==> config.mk <==
export PLATFORM = sky130hd
export DESIGN_NAME = dma_burst_engine
export DESIGN_NICKNAME = d
export VERILOG_FILES = /design/src/rtl/dma_burst_engine.sv
export SDC_FILE = /design/constraint.sdc
export NUM_CORES = 1
export LEC_CHECK = 0
export ABC_AREA = 0
export CELL_PAD_IN_SITES_DETAIL_PLACEMENT = 0
export CELL_PAD_IN_SITES_GLOBAL_PLACEMENT = 1
export CORE_MARGIN = 4
export CORE_UTILIZATION = 27
export DETAILED_ROUTE_END_ITERATION = 10
export GPL_TIMING_DRIVEN = 0
export PLACE_DENSITY = 0.94
export RECOVER_POWER = 50
export REMOVE_ABC_BUFFERS = 1
export SLEW_MARGIN = 20
export SYNTH_ARGS = -nofsm -noshare
export SYNTH_HDL_FRONTEND = slang
export SYNTH_SLANG_ARGS = --single-unit
==> constraint.sdc <==
create_clock -name clock -period 5.02 [get_ports clock]
set_input_delay 0.753 -clock clock [delete_from_list [all_inputs] [get_ports clock]]
set_output_delay 0.753 -clock clock [all_outputs]
set_load 0.02 [all_outputs]
==> src/rtl/dma_burst_engine.sv <==
// System-side DMA engine: moves one burst between the DMA half of the ping-pong
// buffer and the system bus (write: buffer -> bus, read: bus -> buffer).
module dma_burst_engine #(
  parameter int BUF_AW = 8
) (
  input  logic              clock,
  input  logic              n_reset,
  input  logic [31:0]       dma_address,
  input  logic [3:0]        dma_byte_enable,
  input  logic [7:0]        dma_burst_size,
  input  logic              dma_data_ready,
  input  logic              dma_readReady,
  output logic              switch_ready,
  output logic              dma_busy,
  output logic              dma_error,
  output logic [BUF_AW:0]   pp_address,
  output logic              pp_writeEnable,
  output logic [31:0]       pp_dataIn,
  input  logic [31:0]       pp_dataOut,
  output logic              bus_request_out,
  input  logic              bus_grant_in,
  output logic              bus_begin_transaction_out,
  output logic [31:0]       bus_address_data_out,
  output logic [3:0]        bus_byte_enables_out,
  output logic [7:0]        bus_burst_size_out,
  output logic              bus_read_n_write_out,
  output logic              bus_data_valid_out,
  output logic              bus_end_transaction_out,
  input  logic [31:0]       bus_address_data_in,
  input  logic              bus_data_valid_in,
  input  logic              bus_end_transaction_in,
  input  logic              bus_busy_in,
  input  logic              bus_error_in
);

  typedef enum logic [2:0] {
    S_IDLE, S_REQ, S_BEGIN, S_W_FETCH, S_W_DATA, S_END, S_R_DATA
  } state_t;

  state_t              r_state;
  logic                r_error;
  logic                r_full;
  logic                r_rnw;
  logic [BUF_AW-1:0]   r_idx;
  logic [31:0]         r_addr;
  logic [3:0]          r_be;
  logic [7:0]          r_burst;

  state_t              w_state_nxt;
  logic                w_error_nxt;
  logic                w_full_nxt;
  logic [BUF_AW-1:0]   w_idx_nxt;
  logic                w_accept;
  logic                w_idx_last;
  logic                w_rd_take;

  assign w_idx_last = (r_idx == BUF_AW'(r_burst));
  // r_full marks that word 'burst' has been stored, so idx never has to wrap.
  assign w_rd_take  = bus_data_valid_in && !r_full;

  always_ff @(posedge clock) begin
    if (!n_reset) begin
      r_state <= S_IDLE;
      r_error <= 1'b0;
      r_full  <= 1'b0;
    end else begin
      r_state <= w_state_nxt;
      r_error <= w_error_nxt;
      r_full  <= w_full_nxt;
    end
  end

  always_ff @(posedge clock) begin
    r_idx <= w_idx_nxt;
    if (w_accept) begin
      r_addr  <= dma_address;
      r_be    <= dma_byte_enable;
      r_burst <= dma_burst_size;
      r_rnw   <= !dma_data_ready;
    end
  end

  always_comb begin
    w_state_nxt               = r_state;
    w_error_nxt               = r_error;
    w_full_nxt                = r_full;
    w_idx_nxt                 = r_idx;
    w_accept                  = 1'b0;
    switch_ready              = 1'b0;
    dma_busy                  = (r_state != S_IDLE);
    dma_error                 = r_error;
    pp_address                = '0;
    pp_writeEnable            = 1'b0;
    pp_dataIn                 = '0;
    bus_request_out           = 1'b0;
    bus_begin_transaction_out = 1'b0;
    bus_address_data_out      = '0;
    bus_byte_enables_out      = '0;
    bus_burst_size_out        = '0;
    bus_read_n_write_out      = 1'b0;
    bus_data_valid_out        = 1'b0;
    bus_end_transaction_out   = 1'b0;

    case (r_state)
      S_IDLE: begin
        switch_ready = 1'b1;
        if (dma_data_ready || dma_readReady) begin
          w_accept    = 1'b1;
          w_error_nxt = 1'b0;
          w_full_nxt  = 1'b0;
          w_idx_nxt   = '0;
          w_state_nxt = S_REQ;
        end
      end
      S_REQ: begin
        bus_request_out = 1'b1;
        if (bus_grant_in) w_state_nxt = S_BEGIN;
      end
      S_BEGIN: begin
        bus_request_out           = 1'b1;
        bus_begin_transaction_out = 1'b1;
        bus_address_data_out      = r_addr;
        bus_byte_enables_out      = r_be;
        bus_burst_size_out        = r_burst;
        bus_read_n_write_out      = r_rnw;
        if (bus_error_in) begin
          w_error_nxt = 1'b1;
          w_state_nxt = r_rnw ? S_IDLE : S_END;
        end else begin
          w_state_nxt = r_rnw ? S_R_DATA : S_W_FETCH;
        end
      end
      S_W_FETCH: begin
        bus_request_out = 1'b1;
        pp_address      = {1'b0, r_idx};
        if (bus_error_in) begin
          w_error_nxt = 1'b1;
          w_state_nxt = S_END;
        end else begin
          w_state_nxt = S_W_DATA;
        end
      end
      S_W_DATA: begin
        bus_request_out      = 1'b1;
        pp_address           = {1'b0, r_idx};
        bus_data_valid_out   = 1'b1;
        bus_address_data_out = pp_dataOut;
        if (bus_error_in) begin
          w_error_nxt = 1'b1;
          w_state_nxt = S_END;
        end else if (!bus_busy_in) begin
          if (w_idx_last) begin
            w_state_nxt = S_END;
          end else begin
            w_idx_nxt   = r_idx + BUF_AW'(1);
            w_state_nxt = S_W_FETCH;
          end
        end
      end
      S_END: begin
        bus_request_out         = 1'b1;
        bus_end_transaction_out = 1'b1;
        w_state_nxt             = S_IDLE;
      end
      S_R_DATA: begin
        bus_request_out = 1'b1;
        if (w_rd_take) begin
          pp_writeEnable = 1'b1;
          pp_address     = {1'b0, r_idx};
          pp_dataIn      = bus_address_data_in;
          if (w_idx_last) w_full_nxt = 1'b1;
          else            w_idx_nxt  = r_idx + BUF_AW'(1);
        end
        if (bus_error_in) begin
          w_error_nxt = 1'b1;
          w_state_nxt = S_IDLE;
        end else if (bus_end_transaction_in) begin
          // A word arriving together with the end strobe still counts toward the burst.
          if (!(r_full || (w_rd_take && w_idx_last))) w_error_nxt = 1'b1;
          w_state_nxt = S_IDLE;
        end
      end
      default: w_state_nxt = S_IDLE;
    endcase
  end

endmodule
Word-level counts from Yosys, hierarchy flattened
Index checks and enable logic that the tools add are counted.
{ "word_totals": {"in_bits": 117, "register_bits": 58, "out_inout_bits": 94} }
{ "op_classes": {"mux": 44, "n_addsub": 1, "n_eq_ne": 17, "n_reduce_logical": 18} }
{ "ops": {"columns": ["cell", "n"], "rows": [
  ["$mux 32", 2],
  ["$pmux 32 s2", 1],
  ["$mux 8", 7],
  ["$mux 3", 10],
  ["$pmux 8 s3", 1],
  ["$mux 1", 18],
  ["$pmux 3 s6", 1],
  ["$pmux 8 s2", 1],
  ["$ne 2x2->1 const B", 6],
  ["$reduce_and 5->1", 2],
  ["$eq 3x3->1 const B", 3],
  ["$ne 3x3->1 const B", 3],
  ["$reduce_bool 3->1", 3],
  ["$add 8x1->8 const B", 1],
  ["$eq 8x8->1", 1],
  ["$reduce_and 4->1", 2],
  ["$eq 3x2->1 const B", 2],
  ["$reduce_or 6->1", 1],
  ["$mux 4", 1],
  ["$eq 3x1->1 const B", 1],
  ["$logic_not 3->1", 1],
  ["$pmux 1 s3", 1],
  ["$reduce_or 3->1", 1],
  ["$logic_and 1x1->1", 2],
  ["other kinds (6)", 8]
]} }

Depth between registers and ports, before layout
{ "logic_depth": {"ltp_word": 8, "depth_mapped": 7} }

Least setup slack after synthesis
OpenSTA, ideal clock, no wires.
{ "synth_path": {"path_type": "register to register", "from": "reg r_state[0]", "to": "reg r_addr[0] (enable)", "synth_period_minus_slack_ns": 3.399, "path_stages_with_launch": 5, "path_buffers": 2, "arrival_time_ns": 2.951, "path_slack_ns": 1.621, "required_ns": 4.572, "cell_sequence": "dfxtp_1 > buf_2 > or3_1 > clkbuf_1 > nor2_1"} }
{ "synth_via": {"elab_chain_len": 2} }
{ "synth_lines": {"columns": ["item", "line", "source"], "rows": [
  ["start, declared", "40", "state_t r_state;"],
  ["start signal, assigned", "67", "r_state <= w_state_nxt;"],
  ["$logic_not 3->1", "104", "case (r_state)"],
  ["$mux 1", "104", null],
  ["named net w_accept", "53", "logic w_accept;"],
  ["end signal, assigned", "76", "r_addr <= dma_address;"],
  ["end, declared", "45", "logic [31:0] r_addr;"]
]} }
The timed path passes the listed nets, and every way through them passes these cells.
A chain may end at the register's enable or synchronous reset.

Worst setup path in the final report
{ "layout_path": {"from": "reg r_state[2]", "to": "out pp_dataIn[10]"} }
{ "layout_via": {"elab_chain_len": 2} }
{ "layout_lines": {"columns": ["item", "line", "source"], "rows": [
  ["$eq 3x3->1", "104", null],
  ["$mux 32", "104", null],
  ["end, declared", "18", "output logic [31:0] pp_dataIn,"]
]} }
Every way passes these cells.

==> run summary <==
Outcome: finished, violations left
Failing checks: capacitance limit
CTS tree: yes
Clock Sink Count: 58
Syn Area/Cell: 11.40 um^2
Post-route cell area: 5608 um^2
Crit path kind: reg -> out
Post-synth EDFFs: 53
# H-tree levels: 3
Max clock buf depth: 2
Cell Area, Synth: 3065 um^2
Worst r2r src: r_state[0]
Final Net Count: 595
Fill cell count: 987
Max Cap Viol: 1
GRT busiest layer: met2
FP Rows: 38
RSZ-0062 raised after global routing: no
NetSw: 0.7099 mW
Commonest non-fill, non-tap cell in the layout: clkdlybuf4s50_1
DRT antenna net count: 0
Post-CTS Setup Bufs: 0
Gate power share: 33.3%
Initial antenna violation count: 0
Net Sw Frac: 33.83%
Static Leak: 2.023 nW
Peak supply drop: 0.2192 mV
Sequential share of power: 40.0%
Vias in the first global route: 2,875
Vias per inst: 4.619
Post-synthesis cell count: 269
# diodes: 0
Clk slew on worst S/H paths: 60 ps
Starting DRT DRC Count: 145
Global route overflow: 0
CTS buffer count: 9
Synth cell types: 41
GPL Wtd Cong: 0.9021
P_int: 1.389 mW
CP Capture Type: output port
Worst EP arrival: 3210 ps
Vias after detailed routing: 2,864
Port bufs: 209
Hold WS: 527.8 ps
Setup TNS: 0 ps
Setup ws final: 1058 ps
WL/cell: 16.99 um
Highest Clock Rate: 252.4 MHz
DRC errors left: 0
Placed cell areas: 5366 um^2
Clk root buf: clkbuf_16
M2 GR Usage: 26.39%
Routed WL: 10,540 um
Share of cells above drive strength 1: 5.417%
Placed cells: 604
Post-cts resize count: 0
Synth warn: 0
Hold_buf cts: 0
Largest net degree at the start of global routing: 34
Core footprint: 10,980 um^2
Die width: 114.6 um
Start point of the worst hold path: r_full
Period utilization: 78.93%
Critical Path RT: 4270 ps
Slew @ Worst Pin: 1497 ps
Total GRT Usage: 15.37%
Worst setup slack after placement: 1300 ps
Initial core utilization: 27.91%
DPL Wire Length: 8249 um
Hold Crit Class: reg -> reg
# IOs: 211
Crit start category: flop
P&R area growth vs syn: 82.94%
Yosys reg bits: 58
Yosys top cell by area: edfxtp_1
Final Max Slew Viols: 0
Most frequent cells in the layout: clkdlybuf4s50_1 (163), and2_1 (54), edfxtp_1 (53), dlygate4sd3_1 (46), a22o_1 (32)
Critical-path maximum fanout: 19
Die height: 114.6 um
Met1 usage in global routing: 18.88%
Final hold violations: 0
Worst relative slew slack: 0.1831%
Initial DRT Pass Iterations: 5
Clock power frac: 26.7%
CP Launch Point: r_state[2]
Crit path largest cell delay: 760 ps
Clock Latency Late Sink: 320 ps
Final setup fails: 0
Post-synth top flop: edfxtp_1
Final Instance Count excl. Fillers: 620
Die ar.: 13,120 um^2
Slowest CP cell: nor3_2
Area contributors post-synth: edfxtp_1 (52%), and2_1 (11%), a22o_1 (9.1%), dfxtp_1 (3.3%), nor2_1 (2.6%)
Register area share after synthesis: 55.18%
Critical-path cell list: nand2b_1 > nor3_2 > buf_6 > and2_1 > clkdlybuf4s50_1
Power per cell area: 374.2 nW/um^2
Synth top area share: 51.92%
Worst Clk Skew: 7.128 ps
Global-route wire length before repair: 15,710 um
Ys async rst share: 0%
Post-route minimum period: 3962 ps
Global-route track usage on met3: 4.070%
==> per-stage QoR <==
stage	total power [mW]	util, %
finish	2.099	51.06
global route	2.224	51.06
CTS	2.166	51.41
detailed placement	1.591	48.86
global placement	1.542	47.82
floorplan	1.205	-
==> flip-flops by register name, indices dropped and copies added, names as in the netlist <==
name       count
r_idx          8
r_state        3
r_rnw          1
r_addr        32
r_be           4
dma_error      1
r_burst        8
r_full         1
==> per-layer routing <==
layer	up-vias	routed length, um
met4	0	168
met1	1349	4322
met5	-	0
met3	12	589
li1	1399	-
met2	104	5454
==> power by group through the flow <==
stage / clock [mW] / combinational [mW] / sequential (mW)
2_1_floorplan: 0 / 0.393 / 0.812
3_3_place_gp: 0 / 0.698 / 0.844
3_5_place_dp: 0 / 0.751 / 0.840
4_1_cts: 0.579 / 0.754 / 0.833
5_1_grt: 0.604 / 0.759 / 0.860
6_report: 0.561 / 0.700 / 0.838
==> critical path, delay by kind of cell (launching register included) <==
kind	cells	cell delay [ps]
buf+inv	2	870
flops	1	620
simple gates	3	1390
==> Yosys cell counts, drive strengths merged (2+ instances only) <==
library cell	instances
a211oi	2
a21boi	3
a21oi	9
a22o	32
and2	55
and3	4
buf	3
clkbuf	15
dfxtp	5
edfxtp	53
ha	3
inv	5
nand2	8
nand2b	4
nand3	3
nand4	2
nor2	21
nor3	4
nor4	2
o21ai	7
or3	2
xnor2	5
xor2	9
==> final cells by class <==
type	count	area [um^2]	area share, %
clock buffer	9	225.2	4.016
clock inverter	7	55.05	0.9817
inverter	5	18.77	0.3347
multi-input combinational	188	1280	22.82
sequential	58	1692	30.17
tap	140	175.2	3.124
timing repair buffer	213	2162	38.55
==> path summary, 6_finish.rpt <==
path / endpoint / slack [ps] / cells after the start
setup reg to reg: r_addr[31] / 1240 / 3
hold / removal: r_full / 530 / 2
hold reg to reg: r_full / 530 / 2
setup / recovery: pp_dataIn[10] / 1060 / 5
==> logic make-up (layout without fill, tap and decap cells) <==
family,after synthesis,in the layout,synth area share [%]
buffers and inverters,23,234,3.224
and+or+nand+nor,107,107,20.29
DFF,58,58,55.18
adders and majority gates,3,3,1.225
xor gates and xnor gates,14,14,4.245
muxes,1,1,0.3265
AOI/OAI and AO/OA,62,62,15.39
other,1,1,0.1223
No activity file was read; power rests on OpenSTA's default activity.
